**src/rtl/hex_telemetry_framer.sv**
```systemverilog
// rtl/hex_telemetry_framer.sv - periodic ASCII-hex telemetry frame generator for a UART byte transmitter
//
// Ports:
//   clk, rst_n    : clock and asynchronous active-low reset
//   ch_data       : NCH channel values of DW bits each, channel 0 in the LSBs
//   force_send    : request a frame at the next opportunity even if data is unchanged
//   tx_busy       : busy flag from the byte transmitter
//   tx_start      : one-cycle byte-start strobe to the transmitter
//   tx_data       : byte to send, valid while tx_start is high, 0x00 otherwise
//   frame_active  : high from snapshot until the last byte of the frame is accepted
//   frame_count   : completed frames, wraps at 16 bits
module hex_telemetry_framer #(
    parameter int NCH         = 4,
    parameter int DW          = 12,
    parameter int PERIOD      = 1024,
    parameter int CHANGE_ONLY = 1
) (
    input  logic              clk,
    input  logic              rst_n,
    input  logic [NCH*DW-1:0] ch_data,
    input  logic              force_send,
    input  logic              tx_busy,
    output logic              tx_start,
    output logic [7:0]        tx_data,
    output logic              frame_active,
    output logic [15:0]       frame_count
);

    localparam int NDIG = DW / 4;
    localparam int FLEN = NCH * NDIG + NCH + 1;
    localparam int IW   = $clog2(FLEN);
    localparam int CW   = $clog2(NCH + 1);
    localparam int PW   = $clog2(NDIG + 1);
    localparam int TW   = $clog2(PERIOD);

    typedef enum logic [2:0] {
        IDLE,
        SNAP,
        ISSUE,
        GUARD,
        DRAIN
    } state_t;

    state_t state, state_nxt;

    logic [TW-1:0]     opp_cnt;
    logic              tick;
    logic [NCH*DW-1:0] frame_buf;
    logic [NCH*DW-1:0] last_sent;
    logic              pending;
    logic              changed;
    logic [IW-1:0]     byte_idx;
    // ch_sel/pos_sel walk the frame alongside byte_idx so the byte mux needs
    // no division: pos_sel == NDIG is the separator slot after a channel, and
    // ch_sel == NCH is the trailing line feed.
    logic [CW-1:0]     ch_sel;
    logic [PW-1:0]     pos_sel;
    logic              last_byte;
    logic [31:0]       shamt;
    logic [3:0]        nib;
    logic [7:0]        hex_char;
    logic [7:0]        cur_byte;

    // Opportunity counter runs continuously, frames in flight or not.
    assign tick = (opp_cnt == TW'(PERIOD - 1));

    always_ff @(posedge clk or negedge rst_n) begin
        if (!rst_n) begin
            opp_cnt <= '0;
        end else if (tick) begin
            opp_cnt <= '0;
        end else begin
            opp_cnt <= opp_cnt + TW'(1);
        end
    end

    assign changed   = (CHANGE_ONLY == 0) || (ch_data != last_sent);
    assign last_byte = (byte_idx == IW'(FLEN - 1));

    // Byte generator, driven only from the frame buffer.
    always_comb begin
        shamt    = 32'(ch_sel) * 32'(DW) + 32'(DW - 4) - 32'(pos_sel) * 32'd4;
        nib      = 4'(frame_buf >> shamt);
        hex_char = (nib < 4'd10) ? (8'h30 + {4'h0, nib}) : (8'h37 + {4'h0, nib});
        if (ch_sel == CW'(NCH)) begin
            cur_byte = 8'h0A;
        end else if (pos_sel == PW'(NDIG)) begin
            cur_byte = (ch_sel == CW'(NCH - 1)) ? 8'h0D : 8'h20;
        end else begin
            cur_byte = hex_char;
        end
    end

    always_ff @(posedge clk or negedge rst_n) begin
        if (!rst_n) begin
            state <= IDLE;
        end else begin
            state <= state_nxt;
        end
    end

    always_comb begin
        state_nxt    = state;
        tx_start     = 1'b0;
        tx_data      = 8'h00;
        frame_active = (state != IDLE);
        case (state)
            IDLE: begin
                if (tick && (changed || pending)) begin
                    state_nxt = SNAP;
                end
            end
            SNAP: begin
                state_nxt = ISSUE;
            end
            ISSUE: begin
                if (!tx_busy) begin
                    tx_start  = 1'b1;
                    tx_data   = cur_byte;
                    state_nxt = GUARD;
                end
            end
            // The transmitter raises busy one cycle after the strobe, so busy
            // is not trusted during this cycle.
            GUARD: begin
                state_nxt = DRAIN;
            end
            DRAIN: begin
                if (!tx_busy) begin
                    state_nxt = last_byte ? IDLE : ISSUE;
                end
            end
            default: begin
                state_nxt = IDLE;
            end
        endcase
    end

    always_ff @(posedge clk or negedge rst_n) begin
        if (!rst_n) begin
            frame_buf   <= '0;
            last_sent   <= '0;
            pending     <= 1'b0;
            byte_idx    <= '0;
            ch_sel      <= '0;
            pos_sel     <= '0;
            frame_count <= 16'h0000;
        end else begin
            // A request arriving in the snapshot cycle belongs to the next
            // frame, so set takes priority over clear.
            if (force_send) begin
                pending <= 1'b1;
            end else if (state == SNAP) begin
                pending <= 1'b0;
            end

            if (state == SNAP) begin
                frame_buf <= ch_data;
                last_sent <= ch_data;
                byte_idx  <= '0;
                ch_sel    <= '0;
                pos_sel   <= '0;
            end

            if (state == DRAIN && !tx_busy) begin
                if (last_byte) begin
                    frame_count <= frame_count + 16'd1;
                end else begin
                    byte_idx <= byte_idx + IW'(1);
                    if (pos_sel == PW'(NDIG)) begin
                        pos_sel <= '0;
                        ch_sel  <= ch_sel + CW'(1);
                    end else begin
                        pos_sel <= pos_sel + PW'(1);
                    end
                end
            end
        end
    end

endmodule

```
**config.mk**
```make
export PLATFORM = sky130hd
export DESIGN_NAME = hex_telemetry_framer
export DESIGN_NICKNAME = d
export VERILOG_FILES = /design/src/rtl/hex_telemetry_framer.sv
export SDC_FILE = /design/constraint.sdc
export NUM_CORES = 1
export LEC_CHECK = 0
export BUFFER_PORTS_ARGS = -buffer_cell sky130_fd_sc_hd__buf_2
export CAP_MARGIN = 20
export CELL_PAD_IN_SITES_DETAIL_PLACEMENT = 0
export CELL_PAD_IN_SITES_GLOBAL_PLACEMENT = 1
export CORE_ASPECT_RATIO = 0.8
export CORE_MARGIN = 3
export CORE_UTILIZATION = 44
export CTS_CLUSTER_SIZE = 30
export DETAILED_ROUTE_END_ITERATION = 10
export GPL_TIMING_DRIVEN = 0
export PLACE_DENSITY = 0.85
export SYNTH_ARGS = -nofsm -noshare
export SYNTH_HDL_FRONTEND = slang
export SYNTH_SLANG_ARGS = --single-unit
```
**constraint.sdc**
```tcl
create_clock -name clk -period 4.35 [get_ports clk]
set_input_delay 0 -clock clk [delete_from_list [all_inputs] [get_ports clk]]
set_output_delay 0 -clock clk [all_outputs]
set_load 0.05 [all_outputs]
```
==> flow_summary.ini, run 1 <==
[die]
num_rows = 34
core_um2 = 11100
start_util_pct = 45.9
die_x_um = 126
ioPinCount = 78
dieArea_um2 = 12900
die_h_um = 102

[setup_path]
max_stage_delay_ps = 590
crit_fanout = 10
cp.arrival_ps = 4280
cp_top_family = adder cells
cp-end-kind = output pin
cp-start-kind = flip-flop
crit_path_cell_trace = inv_1, ha_4, buf_6, buf_12, inv_1, fa_2, buf_8, mux4_2, mux2_1, a21oi_2, or2_2, ha_2, inv_1, a2111oi_4, xor2_1, a21boi_2, buf_4
crit_top_cell = inv_1
worst_ep_required_time_ps = 4350
cp_slowest_cell = fa_2
worst-setup-path-type = reg -> out
worst-path-buf-inv = 7

[logic_synthesis]
ys_types = 58
synthCells = 555
synth_edf_count = 0
synth_simple_gate_area_share_pct = 23.0
syn_area_um2 = 5100
synthTopCellsByCount = nand2_1 (166), dfrtp_1 (88), xnor2_1 (40)
synthMuxAreaShare_pct = 5.06
synth_top_family_by_area = simple AND/OR/NAND/NOR gates
ys_seq_area_share_pct = 43.2
synthTopCellsByArea = dfrtp_1 (43%), nand2_1 (12%), xnor2_1 (6.9%), xor2_1 (5.5%), ha_1 (4.4%)
synth-adder-area-share_pct = 4.81
synth_top_cell_by_area = dfrtp_1
synth-seq-cells = 88
synth-compound-area-share_pct = 8.15
ys_async_sr_fraction_pct = 100
synth_nets = 626
yosys.area_share.xor_xnor_pct = 12.7
syn_avg_cell_area_um2 = 9.19
synth_top_area_share_pct = 43.2
synth_ff_type = dfrtp_1
yosysMostFrequentCell = nand2_1
ys_warn_count = 0

[clock_tree]
max-clock-path-buffers = 2
clkSinkCount = 88
path_clk_slew_ps = 60
cts_root_buffer = clkbuf_16
cts_max_level = 3
cts_tree = done
cts_inserted_buffers = 9
clk_latency_ps = 340

[drt]
ant_nets = 0
drtIter0Drc = 220
drc_errors = 0
dr.pass1.iters = 5
num_vias = 4485
wl_per_cell_um = 15.7
via_per_inst = 5.22
routed_wl_um = 13500

[pwr]
comb_power_share_pct = 47.5
switching_share_pct = 40.8
ir_worst_vdd_v = 0.000271
power.density_nw_per_um2 = 607
p_leak_uw = 0.00323
p_sw_uw = 1670
pwr-share-clk_pct = 19.3
p_seq_share_pct = 33.2
internal_power_uw = 2430

[timing]
hold_viol = 0
finalSetupViolCount = 0
final_max_slew_viol_count = 0
worstMarginPinSlew_ps = 647
fmax_mhz = 233
maxSlewHeadroom_pct = 56.8
fin_setup_tns_ps = 0
period_minus_slack_ps = 4280
skew_ps = 6.16
finalCritPeriodShare_pct = 98.5

[grt]
antenna_found_initial = 0
overflow = 0
grt_pass1_vias = 4408
grt_start_max_net_pins = 67
grt_pass1_wl_um = 22300
grt_use_total_pct = 21.9

[placed_design]
portBuffers = 76
placed_cell_area_um2 = 5700
dp_hpwl_um = 9710
finalWeightedCongestion = 0.857

[cells_and_area]
drive_gt1_share_pct = 20.6
syn_to_final_growth_pct = 32.6
design_area_um2 = 6760
num-nets-final = 781
multi_input_area_um2 = 2830
seqCellArea_um2 = 2210
n_antenna_cell = 0
n_fill_cell = 958

[outcome]
status = finished clean

[hold_path]
hp-class = in -> async

[run]
drv_cap = 0
## state kept, by name, summed over array words and instances (netlist names)
register / count
opp_cnt: 10
ch_sel: 3
frame_count: 16
pending: 1
last_sent: 48
state: 3
pos_sel: 2
byte_idx: 5
## worst paths after layout
| kind | from | to | slack, ps | cells past startpoint |
|---|---|---|---|---|
| worst min-delay path | rst_n | last_sent[37] | 110 | 2 |
| worst max register to register | byte_idx[0] | frame_count[14] | 1950 | 10 |
| max in group asynchronous | rst_n | last_sent[12] | 3610 | 3 |
| min in group clk | force_send | pending | 390 | 3 |
| worst max-delay path | pos_sel[0] | tx_data[2] | 70 | 17 |
| worst min register to register | opp_cnt[6] | opp_cnt[6] | 470 | 1 |
## layout make-up
cell class                      instances  share of cell area (%)
Clock inverter                          5                   0.944
Clock buffer                           11                    3.59
Multi-Input combinational cell        427                    41.9
Inverter                               22                    1.22
Tap cell                              144                    2.66
Timing Repair Buffer                  145                    15.5
Buffer                                 17                    1.52
Sequential cell                        88                    32.6
## kinds of logic (layout without fill, tap and decap cells)
logic type | after synthesis | in the layout
xor+xnor | 73 | 73
flops | 88 | 88
compound gates | 57 | 57
mux | 13 | 13
buf+inv | 40 | 200
other cells | 1 | 1
simple gates | 264 | 264
fa+ha+maj | 19 | 19
## routing by layer
layer | GRT usage (%) | part of all wire (%)
met1 | 30.7 | 46
met2 | 35.2 | 47
met3 | 4.13 | 5.9
met4 | 5.77 | 1.2
met5 | 0 | 0
## through the flow
stage / cells / power, uW / setup WS [ps] / util, % / hold slack, ps
2_1_floorplan: 555 / 2570 / 57.7 / - / -296
3_3_place_gp: 775 / 2980 / -521 / 51.1 / 202
3_5_place_dp: 776 / 3040 / -554 / 51.3 / -71.3
4_1_cts: 844 / 3950 / 13.7 / 59.4 / 117
5_1_grt: 859 / 4390 / -66.9 / 60.9 / 141
6_report: 859 / 4100 / 66.3 / 60.9 / 110
## cells in the final DEF, fill, tap and decap left out, drive strengths merged, types with 5 or more instances in the layout
cell type    netlist  routed
nand3             24      24
o211ai             5       5
mux4              10      10
nor3               7       7
nor2b              6       6
buf                6     101
nand4             12      12
nor2              21      21
xor2              33      33
o21ai             17      17
nand2            166     166
xnor2             40      40
clkbuf            12      21
nor4               6       6
dlygate4sd3        0      51
ha                18      18
inv               22      24
dfrtp             88      88
and3               5       5
a21oi              6       6
## repair_timing
| action | 4_1_cts | 5_1_grt |
|---|---|---|
| setup endpoints to repair | 7 | 3 |
| resized for setup | 17 | 10 |
| pin swaps | 2 | 4 |
| buffers inserted | 2 | 15 |
| hold endpoints to repair | 138 | 0 |
| hold buffers | 51 | 0 |
## power groups by stage
stage / Clock, uW / Sequential [uW] / Combinational, uW
after CTS: 814 / 1360 / 1780
after floorplan: 0 / 1320 / 1250
after global routing: 851 / 1400 / 2130
after detailed placement: 0 / 1370 / 1680
final: 794 / 1360 / 1950
after global placement: 0 / 1350 / 1630
No activity file was read; power rests on OpenSTA's default activity.
==> run 2: changes to the inputs <==
--- a/config.mk
+++ b/config.mk
@@ -5,13 +5,14 @@
 export SDC_FILE = /design/constraint.sdc
 export NUM_CORES = 1
 export LEC_CHECK = 0
+export ABC_AREA = 1
 export BUFFER_PORTS_ARGS = -buffer_cell sky130_fd_sc_hd__buf_2
 export CAP_MARGIN = 20
 export CELL_PAD_IN_SITES_DETAIL_PLACEMENT = 0
 export CELL_PAD_IN_SITES_GLOBAL_PLACEMENT = 1
 export CORE_ASPECT_RATIO = 0.8
 export CORE_MARGIN = 3
-export CORE_UTILIZATION = 44
+export CORE_UTILIZATION = 42
 export CTS_CLUSTER_SIZE = 30
 export DETAILED_ROUTE_END_ITERATION = 10
 export GPL_TIMING_DRIVEN = 0
==> run 2 against run 1 <==
Utilization fell by 5.7 points. Flip-flop and latch count stayed put. Setup slack better by 330 ps. Clock skew up 1.1 ps. Sequential share of layout area fell by 0.40 points. Synthesized cell count up 33%. Fmax grew 8.5%. Cell count grew 23%. Routed wire length rose by 9.4%.
==> flow_summary.ini, run 2 <==
[drt]
routed_wl_um = 14800
drtIter0Drc = 290
wl_per_cell_um = 14.0
dr.pass1.iters = 5
ant_nets = 0
drc_errors = 0
num_vias = 5212
via_per_inst = 4.94

[placed_design]
portBuffers = 76
dp_hpwl_um = 11100
placed_cell_area_um2 = 6040
finalWeightedCongestion = 0.934

[pwr]
p_leak_uw = 0.00356
ir_worst_vdd_v = 0.000210
power.density_nw_per_um2 = 246

[cells_and_area]
layout_commonest_cell = nand2_1
num-nets-final = 950
reg_top3 = last_sent: 48 flops, frame_count: 16 flops, opp_cnt: 10 flops
n_antenna_cell = 0
largest_register = last_sent
design_area_um2 = 6830
syn_to_final_growth_pct = 26.1
layout_common_cells = nand2_1 (221), inv_1 (106), dfrtp_1 (88), buf_2 (82), o21ai_0 (60)
drive_gt1_share_pct = 13.6
largest_reg_flops = 48

[clock_tree]
cts_max_level = 3
ctsResizeCount = 0
post-cts-setup-buffers = 0
cts_tree = done
cts_root_buffer = clkbuf_16
max-clock-path-buffers = 2
clk_latency_ps = 350
cts_inserted_buffers = 9
path_clk_slew_ps = 70
clkSinkCount = 88
hold_buffers = 51

[logic_synthesis]
ys_warn_count = 0
yosysMostFrequentCell = nand2_1
ys_types = 40
synth_ff_type = dfrtp_1
synthCells = 740
synth_nets = 811
synthTopCellsByArea = dfrtp_1 (41%), nand2_1 (15%), inv_1 (7.3%), o21ai_0 (5.5%), xor2_1 (4.7%)
synthTopCellsByCount = nand2_1 (221), inv_1 (106), dfrtp_1 (88)
ys_async_sr_fraction_pct = 100
synth-seq-cells = 88
syn_avg_cell_area_um2 = 7.32
ys_seq_area_share_pct = 40.6
synth_edf_count = 0
synth_top_area_share_pct = 40.6
synth_top_cell_by_area = dfrtp_1
syn_area_um2 = 5420

[setup_path]
r2r-start = state[1]
crit_top_cell = nand2_1
worst_ep_required_time_ps = 4350
max_stage_delay_ps = 580
cp-start-kind = flip-flop
cp_top_family = adder cells
crit_path_cell_trace = inv_1, ha_1, inv_1, ha_1, fa_1, clkbuf_1, o21ai_0, o21ai_0, nand3_1, nand2_1, nand2_1, ha_1, nand3_1, nand2_1, nand2_1, nand2_1, a21oi_1, buf_2
worst-setup-path-type = reg -> out
cp_slowest_cell = fa_1
worst-path-buf-inv = 4
cp.arrival_ps = 3950
reg2reg_to = last_sent[16]
cp-end-kind = output pin
regToRegSetupSlack_ps = 2310
r2r_cells = 5
crit_start = ch_sel[0]
crit_fanout = 10

[hold_path]
hp-class = in -> async

[timing]
hold_viol = 0
skew_ps = 7.28
maxSlewHeadroom_pct = 57.8
rsz0062_at_grt = no
fin_setup_tns_ps = 0
fmax_mhz = 253
finalCritPeriodShare_pct = 90.8
worstMarginPinSlew_ps = 633
period_minus_slack_ps = 3950
finalSetupViolCount = 0
final_max_slew_viol_count = 0

[outcome]
status = finished clean

[die]
dieArea_um2 = 14300
start_util_pct = 43.7
ioPinCount = 78
die_x_um = 133
die_h_um = 108
core_um2 = 12400
num_rows = 36

[grt]
grt_pass1_vias = 5167
overflow = 0
antenna_found_initial = 0
grt_use_total_pct = 22.0
grt_start_max_net_pins = 71
grt_pass1_wl_um = 25000

[run]
drv_cap = 0
[run 2: logic make-up (layout without fill, tap and decap cells)]
group,after synthesis,in the layout,share of synthesized area [%]
xor gates and xnor gates,41,41,6.63
adders and majority gates,19,19,4.53
other,1,1,0.0692
and+or+nand+nor,357,357,28.3
DFF,88,88,40.6
buffers and inverters,129,273,9.21
AOI/OAI and AO/OA,105,105,10.6
[run 2: area by class of cell]
| cell class | instances | area (um2) |
|---|---|---|
| inverters | 111 | 419 |
| clock inverters | 5 | 38.8 |
| well taps | 171 | 214 |
| repair buffers | 128 | 921 |
| multi-input cells | 523 | 2720 |
| clock buffers | 11 | 243 |
| fillers | 1190 | 5550 |
| plain buffers | 18 | 80.1 |
| flip-flops and latches | 88 | 2200 |
[run 2: layer usage]
layer	part of all wire (%)	vias to the layer above	global-route usage, %
met3	5.5	24	5.00
met4	1.8	0	5.64
met5	0	-	0
met2	44	121	34.9
li1	-	2611	-
met1	48	2456	30.7
[run 2: worst reg2reg max path, delay by kind of cell, from the launching register on]
| kind | cells | cell delay [ps] |
|---|---|---|
| compound gates | 1 | 120 |
| buf+inv | 2 | 1030 |
| flops | 1 | 440 |
| simple gates | 2 | 360 |
[run 2: where the power goes]
group	switching [uW]	internal [uW]
logic	57.4	60.7
registers	0.0000000000000142	818
clock network	338	407
total	395	1290
[run 2: worst max path at each step]
stage / endpoint / slack [ps] / depth (start not counted)
floorplan: tx_data[2] / 820 / 17
detailed placement: tx_data[2] / 770 / 18
global placement: tx_data[2] / 810 / 18
global route: tx_data[2] / 60 / 18
CTS: tx_data[2] / 390 / 18
finish: tx_data[2] / 400 / 18
[run 2: through the flow]
stage               hold slack (ps)  worst slack [ps]  util (%)  power [uW]  cells
floorplan                      -296               816         -         858    740
global placement                182               807      48.5         912    987
detailed placement            -87.4               771      48.8         917    988
CTS                            90.4               387      55.2        1700   1055
global route                    111              63.4      55.2        1740   1055
finish                         88.1               401      55.2        1680   1055
==> run 3: changes to the inputs <==
--- a/config.mk
+++ b/config.mk
@@ -12,11 +12,11 @@
 export CELL_PAD_IN_SITES_GLOBAL_PLACEMENT = 1
 export CORE_ASPECT_RATIO = 0.8
 export CORE_MARGIN = 3
-export CORE_UTILIZATION = 42
+export CORE_UTILIZATION = 38
 export CTS_CLUSTER_SIZE = 30
 export DETAILED_ROUTE_END_ITERATION = 10
 export GPL_TIMING_DRIVEN = 0
-export PLACE_DENSITY = 0.85
+export PLACE_DENSITY = 0.81
 export SYNTH_ARGS = -nofsm -noshare
 export SYNTH_HDL_FRONTEND = slang
 export SYNTH_SLANG_ARGS = --single-unit
==> constraint.sdc (replaced) <==
create_clock -name clk -period 3.5 [get_ports clk]
set_input_delay 0 -clock clk [delete_from_list [all_inputs] [get_ports clk]]
set_output_delay 0 -clock clk [all_outputs]
set_load 0.05 [all_outputs]
==> run 3 against run 2 <==
The flow now finishes with violations (setup timing). Final area up 4.7%. Total power up 32%. Flip-flop and latch count unchanged. Largest power group is now the clock network. Die area up 10%. Register-to-register slack worse by 810 ps.
==> flow_summary.ini, run 3 (synthesis results as in run 2) <==
[outcome]
status = complete, but fails checks
violations = setup timing

[cells_and_area]
layout.cells.non_filler = 1073
drive_gt1_share_pct = 17.9
multi_input_area_um2 = 2840
seqCellArea_um2 = 2200
utilization_pct = 52.1
design_area_um2 = 7150
n_antenna_cell = 0
layout_commonest_cell = nand2_1
syn_to_final_growth_pct = 32.0
largest_register = last_sent
num-nets-final = 960
n_fill_cell = 1345
layout_common_cells = nand2_1 (214), inv_1 (101), dfrtp_1 (87), buf_2 (73), o21ai_0 (59)
reg_top3 = last_sent: 48 flops, frame_count: 16 flops, opp_cnt: 10 flops
largest_reg_flops = 48

[pwr]
finalPower_uw = 2220
p_leak_uw = 0.00365
power.density_nw_per_um2 = 310
ir_worst_vdd_v = 0.000227

[placed_design]
placed_cell_area_um2 = 6060
dp_worst_setup_slack_ps = -110
dp_cells = 997
dp_hpwl_um = 11200
finalWeightedCongestion = 0.886
portBuffers = 76

[die]
core_um2 = 13700
dieArea_um2 = 15700
num_rows = 38
start_util_pct = 39.4
ioPinCount = 78
die_h_um = 113
die_x_um = 139

[timing]
period_minus_slack_ps = 3500
fmax_mhz = 286
finalCritPeriodShare_pct = 100
hold_viol = 0
final_max_slew_viol_count = 0
rsz0062_at_grt = yes
setup_ws_ps = -1.73
maxSlewHeadroom_pct = 55.8
finalSetupViolCount = 1
worstMarginPinSlew_ps = 663
skew_ps = 6.23

[drt]
ant_nets = 0
num_vias = 5139
routed_wl_um = 15200
drc_errors = 0
drtIter0Drc = 378
via_per_inst = 4.79
dr.pass1.iters = 5
wl_per_cell_um = 14.2

[setup_path]
cp-start-kind = flip-flop
worst_ep_required_time_ps = 3500
worst-setup-path-type = reg -> out
cp.arrival_ps = 3500
cp-end-kind = output pin
crit_fanout = 5
regToRegSetupSlack_ps = 1500

[clock_tree]
cts_inserted_buffers = 9
cts_tree = done
path_clk_slew_ps = 70
max-clock-path-buffers = 2
clk_latency_ps = 350
clkSinkCount = 88
cts_max_level = 3
cts_root_buffer = clkbuf_16

[grt]
grt_start_max_net_pins = 51
antenna_found_initial = 0
grt_pass1_wl_um = 25100
grt_use_total_pct = 19.9
overflow = 0
grt_pass1_vias = 4838

[hold_path]
hp-class = in -> reg

[run]
drv_cap = 0
-- run 3: stage by stage --
step	setup TNS (ps)	hold slack, ps
floorplan	0	-296
detailed placement	-221	31.8
CTS	-0.499	5.62
global placement	-286	186
global route	-861	25.0
finish	-1.73	17.4
-- run 3: path summary, 6_finish.rpt --
path	start	to	cells after the start
worst max-delay path	ch_sel[0]	tx_data[1]	20
worst min-delay path	ch_data[21]	last_sent[21]	3
worst max register to register	state[1]	last_sent[12]	5
worst min register to register	frame_count[15]	frame_count[15]	1
max in group asynchronous	rst_n	byte_idx[3]	3
min in group asynchronous	rst_n	last_sent[12]	2
-- run 3: area by class of cell --
type	count	area share, %
multi-input cells	523	39.7
clock buffers	9	3.15
flip-flops and latches	88	30.8
clock inverters	6	1.31
plain buffers	17	1.29
well taps	180	3.15
repair buffers	139	14.7
inverters	111	5.93
-- run 3: report_power, final --
part | leakage [uW] | total [uW] | internal, uW | switching [uW]
clock | 0.000157 | 1060 | 628 | 427
combinational | 0.00255 | 146 | 74.7 | 71.5
sequential | 0.000937 | 1020 | 1020 | 0.0000000000000131
total | 0.00365 | 2220 | 1720 | 499
-- run 3: worst max-delay path, stage by stage (launching register included) --
cell      delay, ps
dfrtp_2         410
inv_2            60
ha_4            270
inv_4            40
ha_4            210
fa_2            660
buf_6           160
nand2_1          60
inv_1            50
nor2_1           40
nand2_1          50
nand3_1          80
nand2_1          80
nand2_1          60
nand2_2          90
nand2_4          70
buf_6           120
a21oi_4         210
nand3b_1        120
a21oi_2         150
buf_6           170
-- run 3: metal layers --
metal / up-vias / routed length (um) / GRT usage, %
met2: 140 / 6420 / 29.6
met5: - / 0 / 0
li1: 2640 / - / -
met1: 2349 / 7720 / 30.0
met4: 0 / 110 / 3.72
met3: 10 / 961 / 4.39
-- run 3: what timing repair did --
item	CTS	global route
endpoints found under the hold margin	87	0
pin swaps	5	15
hold buffers	50	0
gates resized for setup	23	37
cloned	1	0
buffers inserted	5	6
endpoints found under the setup margin	7	7
